## src/rtl/ipr1_trigmot_seq_if.sv

```systemverilog
// rtl/ipr1_trigmot_seq_if.sv - host event handshake bundle for the motion-trigger sequencer
//
// Purpose: carries the host-facing event interface of ipr1_trigmot_seq.
// Signals:
//   event_o      level, event pending until acknowledged
//   event_ack_i  host acknowledge
//   overrun_o    sticky, an event fired while the previous one was still pending
//   event_cnt_o  events since enable rose (wraps)
//   cogx_o .. bottom_o  COG / bounding-box results latched at the accepted event
// Modports: master = sequencer side, slave = host side.
interface ipr1_trigmot_seq_if #(
   parameter int CNT_W = 16
);
   logic             event_o;
   logic             event_ack_i;
   logic             overrun_o;
   logic [CNT_W-1:0] event_cnt_o;
   logic [7:0]       cogx_o;
   logic [7:0]       cogy_o;
   logic [7:0]       left_o;
   logic [7:0]       right_o;
   logic [7:0]       top_o;
   logic [7:0]       bottom_o;

   modport master (
      output event_o, overrun_o, event_cnt_o,
      output cogx_o, cogy_o, left_o, right_o, top_o, bottom_o,
      input  event_ack_i
   );

   modport slave (
      input  event_o, overrun_o, event_cnt_o,
      input  cogx_o, cogy_o, left_o, right_o, top_o, bottom_o,
      output event_ack_i
   );
endinterface

```

## src/rtl/ipr1_trigmot_seq.sv

```systemverilog
// rtl/ipr1_trigmot_seq.sv - frame-level sequencer for the IPR1 motion-trigger datapath
//
// Purpose: gates whole sensor frames into the datapath, skips warm-up frames, qualifies the
// per-frame trigger by persistence, latches results on an event and applies a hold-off.
// Ports:
//   clk, reset_n                      clock, asynchronous active-low reset
//   enable                            host run enable
//   warmup_frames / persist_frames / holdoff_frames   frame counts (persist 0 acts as 1)
//   frame_valid_i, data_valid_i, pixel_i              sensor stream
//   dp_frame_valid_o, dp_data_valid_o, dp_pixel_o     gated, registered stream to datapath
//   trig_i, cogx_i .. bottom_i        datapath trigger and results, sampled SAMPLE_DLY after frame end
//   state_o                           0 IDLE, 1 WARMUP, 2 ARMED, 3 HOLDOFF
//   host                              event / ack / overrun / counter / latched results
module ipr1_trigmot_seq #(
   parameter int SAMPLE_DLY = 4,
   parameter int CNT_W      = 16
) (
   input  logic       clk,
   input  logic       reset_n,
   input  logic       enable,
   input  logic [3:0] warmup_frames,
   input  logic [3:0] persist_frames,
   input  logic [7:0] holdoff_frames,
   input  logic       frame_valid_i,
   input  logic       data_valid_i,
   input  logic [7:0] pixel_i,
   output logic       dp_frame_valid_o,
   output logic       dp_data_valid_o,
   output logic [7:0] dp_pixel_o,
   input  logic       trig_i,
   input  logic [7:0] cogx_i,
   input  logic [7:0] cogy_i,
   input  logic [7:0] left_i,
   input  logic [7:0] right_i,
   input  logic [7:0] top_i,
   input  logic [7:0] bottom_i,
   output logic [1:0] state_o,
   ipr1_trigmot_seq_if.master host
);

   localparam int DLY_W = $clog2(SAMPLE_DLY + 1);

   typedef enum logic [1:0] {
      S_IDLE    = 2'd0,
      S_WARMUP  = 2'd1,
      S_ARMED   = 2'd2,
      S_HOLDOFF = 2'd3
   } state_t;

   state_t           state, state_n;
   logic [3:0]       wcnt, wcnt_n, pcnt, pcnt_n;
   logic [7:0]       hcnt, hcnt_n;
   logic             fire;
   logic             fv_d, gate, en_d;
   logic [DLY_W-1:0] dcnt;
   logic             frame_rise, gate_now, frame_end, strobe, en_rise;
   logic [3:0]       pmax;
   logic             event_q, overrun_q;
   logic [CNT_W-1:0] evt_cnt;
   logic [47:0]      res_q;

   // The gate decision is taken only on the first cycle of a frame, so frames are all-or-nothing.
   assign frame_rise = frame_valid_i & ~fv_d;
   assign gate_now   = frame_rise ? enable : gate;
   assign frame_end  = fv_d & ~frame_valid_i & gate;
   assign strobe     = (dcnt == DLY_W'(1));
   assign en_rise    = enable & ~en_d;
   assign pmax       = (persist_frames == 4'd0) ? 4'd1 : persist_frames;

   always_ff @(posedge clk or negedge reset_n) begin
      if (!reset_n) begin
         fv_d             <= 1'b0;
         gate             <= 1'b0;
         en_d             <= 1'b0;
         dcnt             <= '0;
         dp_frame_valid_o <= 1'b0;
         dp_data_valid_o  <= 1'b0;
         dp_pixel_o       <= 8'd0;
      end else begin
         fv_d             <= frame_valid_i;
         gate             <= frame_valid_i ? gate_now : 1'b0;
         en_d             <= enable;
         dp_pixel_o       <= pixel_i;
         dp_frame_valid_o <= frame_valid_i & gate_now;
         dp_data_valid_o  <= data_valid_i & frame_valid_i & gate_now;
         // A later frame end restarts the delay; the earlier sample is dropped.
         if (frame_end)
            dcnt <= DLY_W'(SAMPLE_DLY);
         else if (dcnt != '0)
            dcnt <= dcnt - DLY_W'(1);
      end
   end

   // State register
   always_ff @(posedge clk or negedge reset_n) begin
      if (!reset_n) begin
         state <= S_IDLE;
         wcnt  <= 4'd0;
         pcnt  <= 4'd0;
         hcnt  <= 8'd0;
      end else begin
         state <= state_n;
         wcnt  <= wcnt_n;
         pcnt  <= pcnt_n;
         hcnt  <= hcnt_n;
      end
   end

   // Next-state logic
   always_comb begin
      state_n = state;
      wcnt_n  = wcnt;
      pcnt_n  = pcnt;
      hcnt_n  = hcnt;
      fire    = 1'b0;
      if (!enable) begin
         state_n = S_IDLE;
         wcnt_n  = 4'd0;
         pcnt_n  = 4'd0;
         hcnt_n  = 8'd0;
      end else begin
         case (state)
            S_IDLE: begin
               if (en_rise) begin
                  wcnt_n  = 4'd0;
                  pcnt_n  = 4'd0;
                  state_n = (warmup_frames == 4'd0) ? S_ARMED : S_WARMUP;
               end
            end
            S_WARMUP: begin
               if (strobe) begin
                  wcnt_n = wcnt + 4'd1;
                  if (wcnt_n == warmup_frames) begin
                     state_n = S_ARMED;
                     wcnt_n  = 4'd0;
                     pcnt_n  = 4'd0;
                  end
               end
            end
            S_ARMED: begin
               if (strobe) begin
                  if (trig_i) begin
                     pcnt_n = pcnt + 4'd1;
                     if (pcnt_n == pmax) begin
                        fire    = 1'b1;
                        pcnt_n  = 4'd0;
                        hcnt_n  = 8'd0;
                        state_n = (holdoff_frames == 8'd0) ? S_ARMED : S_HOLDOFF;
                     end
                  end else begin
                     pcnt_n = 4'd0;
                  end
               end
            end
            default: begin
               if (strobe) begin
                  hcnt_n = hcnt + 8'd1;
                  if (hcnt_n == holdoff_frames) begin
                     state_n = S_ARMED;
                     hcnt_n  = 8'd0;
                  end
               end
            end
         endcase
      end
   end

   // Output logic
   always_comb begin
      state_o = state;
   end

   // Event handshake. A fire in the same cycle as an ack is treated as a fresh event.
   always_ff @(posedge clk or negedge reset_n) begin
      if (!reset_n) begin
         event_q   <= 1'b0;
         overrun_q <= 1'b0;
         evt_cnt   <= '0;
         res_q     <= 48'd0;
      end else begin
         if (en_rise) begin
            overrun_q <= 1'b0;
            evt_cnt   <= '0;
         end
         if (fire) begin
            evt_cnt <= evt_cnt + CNT_W'(1);
            if (!event_q || host.event_ack_i) begin
               res_q   <= {cogx_i, cogy_i, left_i, right_i, top_i, bottom_i};
               event_q <= 1'b1;
            end else begin
               overrun_q <= 1'b1;
            end
         end else if (host.event_ack_i) begin
            event_q <= 1'b0;
         end
      end
   end

   assign host.event_o     = event_q;
   assign host.overrun_o   = overrun_q;
   assign host.event_cnt_o = evt_cnt;
   assign host.cogx_o      = res_q[47:40];
   assign host.cogy_o      = res_q[39:32];
   assign host.left_o      = res_q[31:24];
   assign host.right_o     = res_q[23:16];
   assign host.top_o       = res_q[15:8];
   assign host.bottom_o    = res_q[7:0];

endmodule

```

## src/flat_wrapper.sv

```systemverilog
// flat-port wrapper written by rule: the top's interface ports become plain ports
module ipr1_trigmot_seq_flat 
#(
   parameter int SAMPLE_DLY = 4,
   parameter int CNT_W      = 16
)
  (clk, reset_n, enable, warmup_frames, persist_frames, holdoff_frames, frame_valid_i, data_valid_i, pixel_i, dp_frame_valid_o, dp_data_valid_o, dp_pixel_o, trig_i, cogx_i, cogy_i, left_i, right_i, top_i, bottom_i, state_o, host_event_o, host_overrun_o, host_event_cnt_o, host_cogx_o, host_cogy_o, host_left_o, host_right_o, host_top_o, host_bottom_o, host_event_ack_i);
  ipr1_trigmot_seq_if #(.CNT_W(CNT_W)) host_i ();
  input  logic clk;
  input  logic reset_n;
  input  logic enable;
  input  logic [3:0] warmup_frames;
  input  logic [3:0] persist_frames;
  input  logic [7:0] holdoff_frames;
  input  logic frame_valid_i;
  input  logic data_valid_i;
  input  logic [7:0] pixel_i;
  output logic dp_frame_valid_o;
  output logic dp_data_valid_o;
  output logic [7:0] dp_pixel_o;
  input  logic trig_i;
  input  logic [7:0] cogx_i;
  input  logic [7:0] cogy_i;
  input  logic [7:0] left_i;
  input  logic [7:0] right_i;
  input  logic [7:0] top_i;
  input  logic [7:0] bottom_i;
  output logic [1:0] state_o;
  output wire logic [$bits(host_i.event_o)-1:0] host_event_o;
  output wire logic [$bits(host_i.overrun_o)-1:0] host_overrun_o;
  output wire logic [$bits(host_i.event_cnt_o)-1:0] host_event_cnt_o;
  output wire logic [$bits(host_i.cogx_o)-1:0] host_cogx_o;
  output wire logic [$bits(host_i.cogy_o)-1:0] host_cogy_o;
  output wire logic [$bits(host_i.left_o)-1:0] host_left_o;
  output wire logic [$bits(host_i.right_o)-1:0] host_right_o;
  output wire logic [$bits(host_i.top_o)-1:0] host_top_o;
  output wire logic [$bits(host_i.bottom_o)-1:0] host_bottom_o;
  input wire logic [$bits(host_i.event_ack_i)-1:0] host_event_ack_i;
  assign host_event_o = host_i.event_o;
  assign host_overrun_o = host_i.overrun_o;
  assign host_event_cnt_o = host_i.event_cnt_o;
  assign host_cogx_o = host_i.cogx_o;
  assign host_cogy_o = host_i.cogy_o;
  assign host_left_o = host_i.left_o;
  assign host_right_o = host_i.right_o;
  assign host_top_o = host_i.top_o;
  assign host_bottom_o = host_i.bottom_o;
  assign host_i.event_ack_i = host_event_ack_i;
  ipr1_trigmot_seq #(.SAMPLE_DLY(SAMPLE_DLY), .CNT_W(CNT_W)) u_core (.clk(clk), .reset_n(reset_n), .enable(enable), .warmup_frames(warmup_frames), .persist_frames(persist_frames), .holdoff_frames(holdoff_frames), .frame_valid_i(frame_valid_i), .data_valid_i(data_valid_i), .pixel_i(pixel_i), .dp_frame_valid_o(dp_frame_valid_o), .dp_data_valid_o(dp_data_valid_o), .dp_pixel_o(dp_pixel_o), .trig_i(trig_i), .cogx_i(cogx_i), .cogy_i(cogy_i), .left_i(left_i), .right_i(right_i), .top_i(top_i), .bottom_i(bottom_i), .state_o(state_o), .host(host_i));
endmodule
```

## config.mk

```make
export PLATFORM = sky130hd
export DESIGN_NAME = ipr1_trigmot_seq_flat
export DESIGN_NICKNAME = d
export VERILOG_FILES = /design/src/rtl/ipr1_trigmot_seq_if.sv /design/src/rtl/ipr1_trigmot_seq.sv /design/src/flat_wrapper.sv
export SDC_FILE = /design/constraint.sdc
export NUM_CORES = 1
export LEC_CHECK = 0
export CORE_UTILIZATION = 46
export CTS_CLUSTER_SIZE = 8
export DETAILED_ROUTE_END_ITERATION = 6
export PLACE_DENSITY_LB_ADDON = 0.15
export RECOVER_POWER = 50
export SYNTH_ARGS = -nofsm -noshare
export SYNTH_HDL_FRONTEND = slang
export SYNTH_SLANG_ARGS = --single-unit
```

## constraint.sdc

```tcl
create_clock -name clk -period 2.9 [get_ports clk]
set_clock_uncertainty 0.15 [all_clocks]
set_input_delay 0.435 -clock clk [delete_from_list [all_inputs] [get_ports clk]]
set_output_delay 0.435 -clock clk [all_outputs]
set_load 0.05 [all_outputs]
```

* Yosys cells after proc, flatten, opt, wreduce, memory -nomap -nowiden
Index checks and enable logic that the tools add are counted.
Operators by class: $add $sub $neg 5, eq/ne operators 19, multiplexer cells 49, bitwise logic cells 10, reduce and logical (&&, ||, !) cells 17
Operator list (number):
- $mux 8 | 6
- $mux 4 | 11
- $mux 16 | 2
- $mux 2 | 10
- $add 16x1->16 const B | 1
- $pmux 8 s2 | 1
- $ne 3x2->1 const B | 5
- $mux 1 | 14
- $pmux 4 s3 | 1
- $add 4x1->4 const B | 2
- $add 8x1->8 const B | 1
- $eq 4x4->1 | 2
- $eq 8x8->1 | 1
- $logic_not 4->1 | 2
- $logic_not 8->1 | 1
- $pmux 4 s2 | 1
- $reduce_and 8->1 | 1
- $and 1x1->1 | 7
- $mux 3 | 2
- $ne 3x1->1 const B | 2
- $pmux 2 s3 | 1
- $reduce_bool 2->1 | 3
- $ne 5x1->1 const B | 1
- $reduce_and 5->1 | 1
- 17 further kinds | 21
Storage, ports and cells: bits in registers 100, input port bits 79, output and inout port bits 78

* Longest topological paths before layout
Gate-level depths: netlist of run 1.
depth after elaboration 10, gate-level depth with buffers 9

* Least setup slack after synthesis of run 1
Ideal clock, no wire load.
kind flip-flop to flip-flop, start reg u_core.state[1], in the netlist u_core.state_o[1], end reg u_core.res_q[27], setup time 125 ps, arrival time 2339 ps, setup slack 286 ps, stages on the path, launching flop included 9, buffers on the path 2, period minus slack after synthesis 2614 ps, cell sequence dfrtp_1 ha_1 nand3_1 nor2_4 o2111ai_4 nor2b_2 buf_4 buf_6 mux2_2
On the way: longest elaborated chain between the ends 4
Ends and longest elaborated chain:
- start: declaration | RTL line ipr1_trigmot_seq.sv:50 | state_t state, state_n;
- start signal: assignment | RTL line ipr1_trigmot_seq.sv:102 | state <= state_n;
- $eq 2x2->1 | RTL line ipr1_trigmot_seq.sv:122 | case (state)
- $mux 1 | RTL line ipr1_trigmot_seq.sv:122
- $mux 1 | RTL line ipr1_trigmot_seq.sv:116 | if (!enable) begin
- $reduce_and 2->1 (no source line)
- end signal: assignment | RTL line ipr1_trigmot_seq.sv:188 | res_q <= {cogx_i, cogy_i, left_i, right_i, top_i, bottom_i};
- end: declaration | RTL line ipr1_trigmot_seq.sv:60 | logic [47:0] res_q;
No other way between the ends. A chain may end at the register's enable or synchronous reset.

* Worst setup path after layout of run 1
start reg u_core.pcnt[0], end reg u_core.evt_cnt[14], in the netlist u_core.host.event_cnt_o[14]
On the way: longest elaborated chain between the ends 8, elaborated cells between the ends (all ways) 9, those cells by class add/sub: 1; eq/ne: 1; mux: 6; reduce/logical: 1
Ends and longest elaborated chain:
- start: declaration | RTL line ipr1_trigmot_seq.sv:51 | logic [3:0] wcnt, wcnt_n, pcnt, pcnt_n;
- start signal: assignment | RTL line ipr1_trigmot_seq.sv:104 | pcnt <= pcnt_n;
- $add 4x1->4 (*) | RTL line ipr1_trigmot_seq.sv:143 | pcnt_n = pcnt + 4'd1;
- $eq 4x4->1 (*) | RTL line ipr1_trigmot_seq.sv:144 | if (pcnt_n == pmax) begin
- $mux 1 (*) | RTL line ipr1_trigmot_seq.sv:144
- $mux 1 (*) | RTL line ipr1_trigmot_seq.sv:142 | if (trig_i) begin
- $mux 1 (*) | RTL line ipr1_trigmot_seq.sv:141 | if (strobe) begin
- $mux 1 (*) | RTL line ipr1_trigmot_seq.sv:122
- $mux 1 (*) | RTL line ipr1_trigmot_seq.sv:116
- $mux 16 or $reduce_bool 2->1 (tied branches)
- end signal: assignment | RTL line ipr1_trigmot_seq.sv:186 | evt_cnt <= evt_cnt + CNT_W'(1);
- end: declaration | RTL line ipr1_trigmot_seq.sv:59 | logic [CNT_W-1:0] evt_cnt;
Mark *: on every way between the ends. The rest lies on a longest branch, timed or not.

==> metrics, run 1 <==
Initial Util=0.4811; fmax=388.7 MHz; final core occ=0.6773; worst-case vdd ir drop=0.4176 mV; CP cell instances=ha_1, xor2_1, xnor2_1, o2111ai_4, buf_4, and2_1, buf_4, o21ai_0, o31ai_1; Inserted Clock Buffers=9; CP endpoint kind=register; H-tree depth=3; crit-path max FO=15; DRT antenna net count=0; max_cap viols=0; outcome=finished, final reports clean; crit path kind=register to register; Synth-to-Final Area Change=40.79%; half-perimeter wire length after placement=8.482 mm; fin worst setup slack=0.3270 ns; Design Area, Final=6681 sq um; Buf+Inv Stages, Crit Path=2; core area=9864 sq um; largest net degree at the start of global routing=61; n_diodes=0; num rows=36; grt peak-use layer=met2; DRT Pass-1 Iters=4; Initial DRC Count=100; Setup Fix Bufs, Post-CTS=0; Yosys reg bits=99; WL/cell=16.05 um; final slew viol count=0; grt met3 use=0.1013; sequential share of the synthesized area=0.5220; fin cells=715; Hold Buf Count CTS=1; Worst slew margin=0.3220; PwrDens=520.9 nW/um^2; Fillers=767; Synth Instances=415; CP peak stage delay=0.47 ns; layout cells sized above 1=0.1289; global-route wire length before repair=19.20 mm; ys flop type=dfrtp_1; Cells after DPL=698; Final Hold Fails=0; clock root buffer=clkbuf_8; Worst-path clk slew=0.10 ns; die footprint=10730 sq um; Worst Tran Pin Value=1.017 ns; vias=3842; Leakage=3.014 nW; post-cts resize count=0; post-synth cell types=58; Die Width=103.6 um; CTS sink count=99; Post-synth EDFFs=0; CTS tree=built; Yosys warning count=0; Syn Area/Cell=11.44 sq um; clk_lat worst skew=0.38 ns; P_sw=1.153 mW; Nets=666; share of power burned in registers=0.441; global route total overflow=0; final period utilization=0.8872; Setup-failing EPs final=0; Critical Path Most Common Cell=buf_4; switch share=0.3313; clock buffer depth=2; final wirelength=11.47 mm; Placed Area=6482 sq um; setup_tns=0 ns; WP data arrival=2.68 ns; critical path required time=3.00 ns; P_int=2.327 mW; residual DRC count=0; Post-synth ARST share=1.000; met1 usage=0.2657; hold crit path type=register to register; initial antenna violation count=1; clock period minus worst slack=2.573 ns; synthesized area=4746 sq um; Via density=5.373; Top delay family on crit path=compound AO/OA/AOI/OAI gates; Setup crit start kind=register; GRT met2 Usage=0.3691; port buffer count=156; Comb pwr share=0.290; Die Ht=103.6 um; I/O pin count=157; vias in the first global route=3914; slowest CP cell=dfrtp_1; clock power share=0.269; Global Route Usage Sum=0.2239; post-synthesis net count=504; dpl ws=0.09015 ns; RSZ-0062 raised after global routing=no; GP Congestion=0.8191
cell usage after synthesis (3+ instances only):
cell type  count  area share
o31ai_1        5      0.0079
xnor2_1       11       0.020
nand3_1       19       0.020
mux2_2        37       0.088
nor2b_1        3      0.0040
ha_1          10       0.026
o21ai_0       37       0.039
inv_1          8      0.0063
nor3b_1        4      0.0063
and2_1         3      0.0040
nor4_1         4      0.0053
and3_1         6      0.0079
a22o_1         6       0.011
nor3_1         6      0.0063
mux2_1        14       0.033
clkbuf_1       5      0.0040
dfrtp_1       99        0.52
a31oi_1        4      0.0053
a211oi_1       3      0.0047
buf_2          4      0.0042
a21oi_1        7      0.0074
nor2_1        25       0.020
xor2_1         7       0.013
nand2b_1       8       0.011
buf_6          4      0.0095
nand2_1       27       0.021
o32ai_1        6       0.011
nand4_1        3      0.0040
or4_1          3      0.0047
power groups by stage:
stage / clock, mW / sequential (mW) / combinational (mW)
floorplan: 0 / 1.74 / 0.465
global placement: 0 / 1.56 / 0.999
detailed placement: 0 / 1.56 / 1.02
CTS: 0.971 / 1.54 / 1.03
global route: 1.02 / 1.55 / 1.10
finish: 0.937 / 1.53 / 1.01
state kept, by name, summed over array words and instances, names as in the netlist, 2 cells and up:
signal and flops:
u_core.dp_pixel_o 8, u_core.res_q 48, u_core.dcnt 3, u_core.hcnt 8
u_core.pcnt 4, u_core.state_o 2, u_core.wcnt 4, u_core.host.event_cnt_o 16
stage by stage:
stage | hold WS (ns) | total power, mW
after floorplan | -0.01059 | 2.204
after global placement | 0.2968 | 2.555
after detailed placement | 0.3019 | 2.583
after CTS | 0.3124 | 3.534
after global routing | 0.3636 | 3.668
final | 0.3344 | 3.480
cells by family (layout without fill, tap and decap cells):
kind of cell,count (synthesis),after routing,synth area share
buffers and inverters,23,190,0.02715
and+or+nand+nor,124,124,0.1382
adders and majority gates,10,10,0.02636
AOI/OAI and AO/OA,87,87,0.1244
DFF,99,99,0.5220
xor gates and xnor gates,19,19,0.03665
muxes,53,53,0.1252
per-layer routing:
metal / vias up / wire length [um]
li1: 1832 / -
met1: 1845 / 4599
met2: 149 / 5625
met3: 14 / 1091
met4: 2 / 143
met5: - / 13
cells in the final DEF, fill, tap and decap left out, types with 11 or more instances in the layout:
cell             netlist  final
xnor2_1               11     11
dfrtp_1               99     99
clkdlybuf4s50_1        0    123
nand2_1               27     27
dlygate4sd3_1          0     33
o21ai_0               37     37
nor2_1                25     25
mux2_2                37     37
nand3_1               19     19
mux2_1                14     14
tightest hold or removal path, delay by kind of cell, from the launching register on:
family / cells / cell delay [ns]
flip-flops: 1 / 0.35
AO/OA/AOI/OAI: 1 / 0.06
AND/OR/NAND/NOR: 1 / 0.04
worst paths after layout:
| kind | from | endpoint | slack, ns | cells after the start |
|---|---|---|---|---|
| worst max-delay path | u_core.pcnt[0] | u_core.host.event_cnt_o[14] | 0.33 | 9 |
| worst min-delay path | u_core.host.overrun_o | u_core.host.overrun_o | 0.33 | 2 |
| worst max register to register | u_core.pcnt[0] | u_core.host.event_cnt_o[14] | 0.33 | 9 |
| worst min register to register | u_core.host.overrun_o | u_core.host.overrun_o | 0.33 | 2 |
| max in group asynchronous | reset_n | u_core.res_q[47] | 0.55 | 3 |
| min in group asynchronous | reset_n | u_core.hcnt[4] | 0.60 | 2 |
cell type report:
class / count / area, sq um / area share
Sequential cell: 99 / 2477 / 0.3708
Multi-Input combinational cell: 293 / 2145 / 0.3210
Timing Repair Buffer: 166 / 1655 / 0.2478
Tap cell: 133 / 166.4 / 0.02491
Clock buffer: 11 / 141.4 / 0.02116
Clock inverter: 5 / 66.31 / 0.009925
Inverter: 8 / 30.03 / 0.004494
(Power assumes the default switching activity.)
==> run 2, diff against run 1 <==
Settings changed: ABC_AREA set to 1, CORE_UTILIZATION 46 to 47, TNS_END_PERCENT set to 50.
==> run 2 against run 1 <==
Combinational power up 6%; via count increased by 24%; critical path depth grew 3; final area rose by 2.2%; flip-flop and latch count stayed put; die area up 2.0%; maximum frequency increased by 1.4%; synthesized cell count increased by 52%; synthesized area up 4.3%; global-route usage is 1.4 points higher; clock-buffer cell count grew 1; final cell count rose by 30%; critical path type unchanged; largest cell class unchanged.
==> metrics, run 2 <==
outcome=finished, final reports clean; Fillers=867 (+13%); worst reg-to-reg path cell count=12 (+3); clk_lat worst skew=0.37 ns (about the same); setup_tns=0 ns (unchanged); Leakage=3.419 nW (+13%); FF-to-FF Start=u_core.pcnt[0]; vias in the first global route=4513 (+15%); I/O pin count=157 (unchanged); crit path to=u_core.res_q[32]; global-route wire length before repair=21.14 mm (+10%); WP data arrival=2.64 ns (-0.04 ns); H-tree depth=3 (unchanged); Setup-failing EPs final=0 (unchanged); commonest cells after routing, fill and taps aside=225 x nand2_1, 123 x clkdlybuf4s50_1, 99 x dfrtp_1; clock period minus worst slack=2.536 ns (-0.03675 ns); final period utilization=0.8746 (-0.01267); crit-path max FO=48 (+33); Post-synth ARST share=1.000 (unchanged); Synth area leader=dfrtp_1; DRT Pass-1 Iters=7 (+3); synthesized area=4948 sq um (+4.3%); Inserted Clock Buffers=9 (unchanged); fin worst setup slack=0.3638 ns (+0.03675 ns); Nets=879 (+32%); most common cell after layout, fill and taps aside=nand2_1; final hold slack=0.3238 ns (-0.01059 ns); Die Ht=104.6 um (+1.0%); CP endpoint kind=register; ys flop type=dfrtp_1; Worst slew margin=0.1898 (-0.1322); R2R Setup Slk=0.36 ns (+0.04 ns); WL/cell=13.55 um (-16%); CTS tree=built; P_sw=1.253 mW (+8.6%); most common cell in the synthesized netlist=nand2_1; port buffer count=156 (unchanged); num rows=37 (+2.8%); Setup crit start kind=register; Post-synth EDFFs=0 (unchanged); half-perimeter wire length after placement=9.259 mm (+9.2%); P_int=2.351 mW (+1.0%); n_diodes=0 (unchanged); Worst-path clk slew=0.10 ns (about the same); post-cts resize count=0 (unchanged); layout cells sized above 1=0.04906 (-0.07981); post-synthesis net count=720 (+43%); clock buffer depth=2 (unchanged); final slew viol count=0 (unchanged); Yosys reg bits=99 (unchanged); Synth Instances=631 (+52%); Yosys warning count=0 (unchanged); CTS sink count=99 (unchanged); Initial DRC Count=289 (+190%); share of power burned in registers=0.442 (about the same); Comb pwr share=0.298 (+0.008); max_cap viols=0 (unchanged); Via density=5.102 (-5.1%); Design Area, Final=6832 sq um (+2.2%); GP Congestion=0.8965 (+9.4%); Syn Area/Cell=7.842 sq um (-31%); Worst Tran Pin Value=1.215 ns (+0.1983 ns); clock power share=0.261 (-0.008); Hold Buf Count CTS=1 (unchanged); max FFs per register=48 (unchanged); Setup Fix Bufs, Post-CTS=0 (unchanged); largest net degree at the start of global routing=52 (-15%); commonest cells in the netlist=225 x nand2_1, 99 x dfrtp_1, 89 x nand3_1, 66 x inv_1, 34 x nor2_1; main area contributors after synthesis=dfrtp_1 50%, nand2_1 17%, nand3_1 9.0%; Synth-to-Final Area Change=38.05%; Die Width=104.6 um (+1.0%); largest reg by FF count=u_core.res_q; crit path kind=register to register; Initial Util=0.4815 (about the same); global route total overflow=0 (unchanged); sequential share of the synthesized area=0.5006 (-0.02138); worst setup path start=u_core.pcnt[0]; switch share=0.3476 (+0.01627); DRT antenna net count=0 (unchanged); clock root buffer=clkbuf_8; dpl ws=0.2331 ns (+0.1430 ns); initial antenna violation count=0 (-1); fmax=394.3 MHz (+1.4%); vias=4750 (+24%); post-synth cell types=31 (-47%); critical path required time=3.00 ns (about the same); final wirelength=12.61 mm (+9.9%); die footprint=10940 sq um (+2.0%); residual DRC count=0 (unchanged); Placed Area=6636 sq um (+2.4%); post-synth top area share=0.5006 (-0.02138); Global Route Usage Sum=0.2376 (+0.01374); RSZ-0062 raised after global routing=no; Final Hold Fails=0 (unchanged); worst-case vdd ir drop=0.2482 mV (-41%); hold crit path type=register to register; PwrDens=527.6 nW/um^2 (+1.3%); core area=10280 sq um (+4.2%); reg-to-reg endpoint=u_core.res_q[32]
==> run 2: per-layer routing <==
metal	routed length, um	vias up	part of all wire	track usage
met2	6123	162	0.49	0.3983
met3	680	25	0.054	0.04304
met1	5497	2226	0.44	0.3033
met5	0	-	0	0
met4	313	0	0.025	0.09859
li1	-	2337	-	-
==> run 2: per-stage QoR <==
| step | total power, mW | util | instances |
|---|---|---|---|
| 2_1_floorplan | 2.302 | - | 631 |
| 3_3_place_gp | 2.670 | 0.6457 | 914 |
| 3_5_place_dp | 2.708 | 0.6457 | 914 |
| 4_1_cts | 3.649 | 0.6672 | 931 |
| 5_1_grt | 3.809 | 0.6647 | 931 |
| 6_report | 3.604 | 0.6647 | 931 |
==> run 2: final cells by class <==
cell class	count	area [sq um]	area share
Timing Repair Buffer	166	1624	0.2377
Sequential cell	99	2477	0.3626
Clock buffer	12	155.1	0.02271
Multi-Input combinational cell	446	2095	0.3066
Inverter	68	255.2	0.03736
Clock inverter	4	55.05	0.008059
Tap cell	136	170.2	0.02491
==> run 2: power groups by stage <==
| stage | clock network [mW] | registers (mW) | logic (mW) |
|---|---|---|---|
| after floorplan | 0 | 1.82 | 0.483 |
| after global placement | 0 | 1.61 | 1.06 |
| after detailed placement | 0 | 1.62 | 1.09 |
| after CTS | 0.962 | 1.59 | 1.09 |
| after global routing | 1.01 | 1.61 | 1.19 |
| final | 0.939 | 1.59 | 1.07 |
==> run 2: logic make-up after synthesis <==
| kind of cell | Yosys count | share of synthesized area |
|---|---|---|
| compound gates | 40 | 0.04374 |
| simple gates | 390 | 0.3436 |
| fa+ha+maj | 10 | 0.02528 |
| xor+xnor | 6 | 0.01062 |
| flops | 99 | 0.5006 |
| buf+inv | 86 | 0.07611 |
==> run 2: critical path, cell delays in order, from the launching register on <==
cell and delay (ns):
dfrtp_1 0.45, ha_1 0.35, xnor2_1 0.19, nand3_2 0.11, nor2_4 0.12, nand2_2 0.08, inv_1 0.12, nand2_4 0.13
inv_2 0.19, nand2_2 0.06, buf_4 0.27, nand2_1 0.11, nand2_1 0.06
==> run 2: how the worst min path moves through the flow <==
stage | slack, ns | from | depth (start not counted) | end
6_report | 0.32 | u_core.res_q[39] | 2 | u_core.res_q[39]
5_1_grt | 0.34 | u_core.res_q[39] | 2 | u_core.res_q[39]
4_1_cts | 0.31 | reset_n | 2 | u_core.hcnt[7]
3_5_place_dp | 0.15 | reset_n | 1 | u_core.hcnt[7]
3_3_place_gp | 0.15 | reset_n | 1 | u_core.hcnt[7]
2_1_floorplan | -0.01 | reset_n | 0 | u_core.dcnt[0]
==> run 3, diff against run 2 <==
Settings changed: CORE_MARGIN set to 2.
==> run 3 against run 2 <==
The flow now finishes with violations (capacitance limit, slew limit); critical path depth unchanged; largest cell class unchanged; sequential power about the same; critical endpoint is now u_core.res_q[33]; wire length increased by 0.59%; power decreased by 2.7%; sequential share of layout area increased by 0.10 points.
==> metrics, run 3 (synthesis gave the netlist of run 2 again) <==
Nets=878 (-0.11%); vias=4717 (-0.69%); die footprint=11370 sq um (+3.9%); CP endpoint kind=register; vias in the first global route=4457 (-1.2%); clock buffer depth=2 (unchanged); WP data arrival=2.68 ns (+0.04 ns); worst reg-to-reg path cell count=12 (unchanged); Worst Tran Pin Value=1.603 ns (+0.3879 ns); worst-case vdd ir drop=0.3176 mV (+28%); hold_sp=u_core.res_q[32]; R2R Setup Slk=0.33 ns (-0.04 ns); GRT met2 Usage=0.3808 (-0.01750); H-tree depth=3 (unchanged); residual DRC count=0 (unchanged); final period utilization=0.8879 (+0.01337); final wirelength=12.69 mm (+0.59%); Inserted Clock Buffers=9 (unchanged); FF-to-FF Start=u_core.pcnt[0]; RSZ-0062 raised after global routing=no; Worst Hold End=u_core.res_q[32]; largest net degree at the start of global routing=49 (-5.8%); post-cts resize count=0 (unchanged); half-perimeter wire length after placement=9.463 mm (+2.2%); clock root buffer=clkbuf_8; setup_tns=0 ns (unchanged); DRT Pass-1 Iters=4 (-3); crit-path max FO=48 (unchanged); Initial DRC Count=291 (+0.69%); fmax=388.4 MHz (-1.5%); Synth-to-Final Area Change=37.67%; Placed Area=6629 sq um (-0.11%); outcome=finished, violations left; grt met3 use=0.04316 (+0.0001168); final slew viol count=28 (+28); layout cells sized above 1=0.04912 (+0.00006178); global route total overflow=0 (unchanged); hold crit path type=register to register; WL/cell=13.64 um (+0.70%); Initial Util=0.4815 (unchanged); final core occ=0.6629 (-0.001826); critical path required time=3.01 ns (about the same); crit path kind=register to register; max_cap viols=1 (+1); clk_lat worst skew=0.37 ns (about the same); Final Hold Fails=0 (unchanged); DRT antenna net count=0 (unchanged); CTS tree=built; overall power=3.506 mW (-2.7%); failing checks=capacitance limit, slew limit; most common cell after layout, fill and taps aside=nand2_1; CTS sink count=99 (unchanged); Design Area, Final=6813 sq um (-0.27%); Die Ht=106.6 um (+1.9%); Global Route Usage Sum=0.2326 (-0.005091); WHS Path Cells=2 (unchanged); num rows=37 (unchanged); global-route wire length before repair=21.12 mm (about the same); grt peak-use layer=met2; core area=10280 sq um (unchanged); Leakage=3.397 nW (-0.66%); largest reg by FF count=u_core.res_q; port buffer count=156 (unchanged); GP Congestion=0.9183 (+2.4%); Setup crit start kind=register; PwrDens=514.7 nW/um^2 (-2.4%); Setup-failing EPs final=0 (unchanged); commonest cells after routing, fill and taps aside=226 x nand2_1, 125 x clkdlybuf4s50_1, 99 x dfrtp_1; reg-to-reg endpoint=u_core.res_q[33]; initial antenna violation count=0 (unchanged); Worst slew margin=-0.06880 (-0.2586); n_diodes=0 (unchanged); max FFs per register=48 (unchanged); Worst-path clk slew=0.10 ns (about the same); met1 usage=0.3045 (+0.001154); Die Width=106.6 um (+1.9%); I/O pin count=157 (unchanged); clock period minus worst slack=2.575 ns (+0.03879 ns); Via density=5.072 (-0.59%)
==> run 3: where the power goes <==
part           internal (mW)  leakage (nW)  switching, mW
Clock                  0.327        0.0897          0.513
Sequential              1.50          1.35         0.0938
Combinational          0.403          1.96          0.672
==> run 3: per-layer routing <==
layer / vias to the layer above / share of wire
met5: - / 0
met4: 0 / 0.026
met3: 23 / 0.074
met2: 187 / 0.48
met1: 2168 / 0.42
li1: 2339 / -
==> run 3: worst max-delay path, cell delays in order (launching register included) <==
cell and delay (ns):
dfrtp_1 0.45, ha_1 0.35, xnor2_1 0.17, nand3_2 0.11
nor2_4 0.11, nand2_1 0.13, inv_2 0.11, nand2_4 0.12
inv_2 0.22, nand2_2 0.06, buf_4 0.28, nand2_1 0.12
nand2_1 0.06
==> run 3: how the worst max path moves through the flow <==
stage	end	from	slack [ns]
CTS	u_core.res_q[33]	u_core.pcnt[0]	0.37
detailed placement	u_core.res_q[29]	persist_frames[2]	0.22
finish	u_core.res_q[33]	u_core.pcnt[0]	0.33
global route	u_core.res_q[1]	reset_n	0.09
floorplan	u_core.hcnt[0]	u_core.state_o[0]	0.65
global placement	u_core.res_q[44]	persist_frames[1]	0.27
==> run 3: repair_timing <==
action / 4_1_cts / 5_1_grt
hold buffers: 1 / 0
hold endpoints to repair: 26 / 0
buffers inserted: 0 / 0
==> run 3: final cells by class <==
class / count / area, sq um
Fill cell: 925 / 3465
Sequential cell: 99 / 2477
Multi-Input combinational cell: 446 / 2092
Timing Repair Buffer: 165 / 1634
Inverter: 68 / 255.2
Tap cell: 136 / 170.2
Clock buffer: 9 / 123.9
Clock inverter: 7 / 60.06
==> run 3: through the flow <==
stage	hold slack [ns]	instances	setup slack, ns
after floorplan	-0.01059	631	0.6504
after global placement	0.2294	913	0.2673
after detailed placement	0.2407	913	0.2179
after CTS	0.3296	930	0.3733
after global routing	0.3504	930	0.08874
final	0.3241	930	0.3250
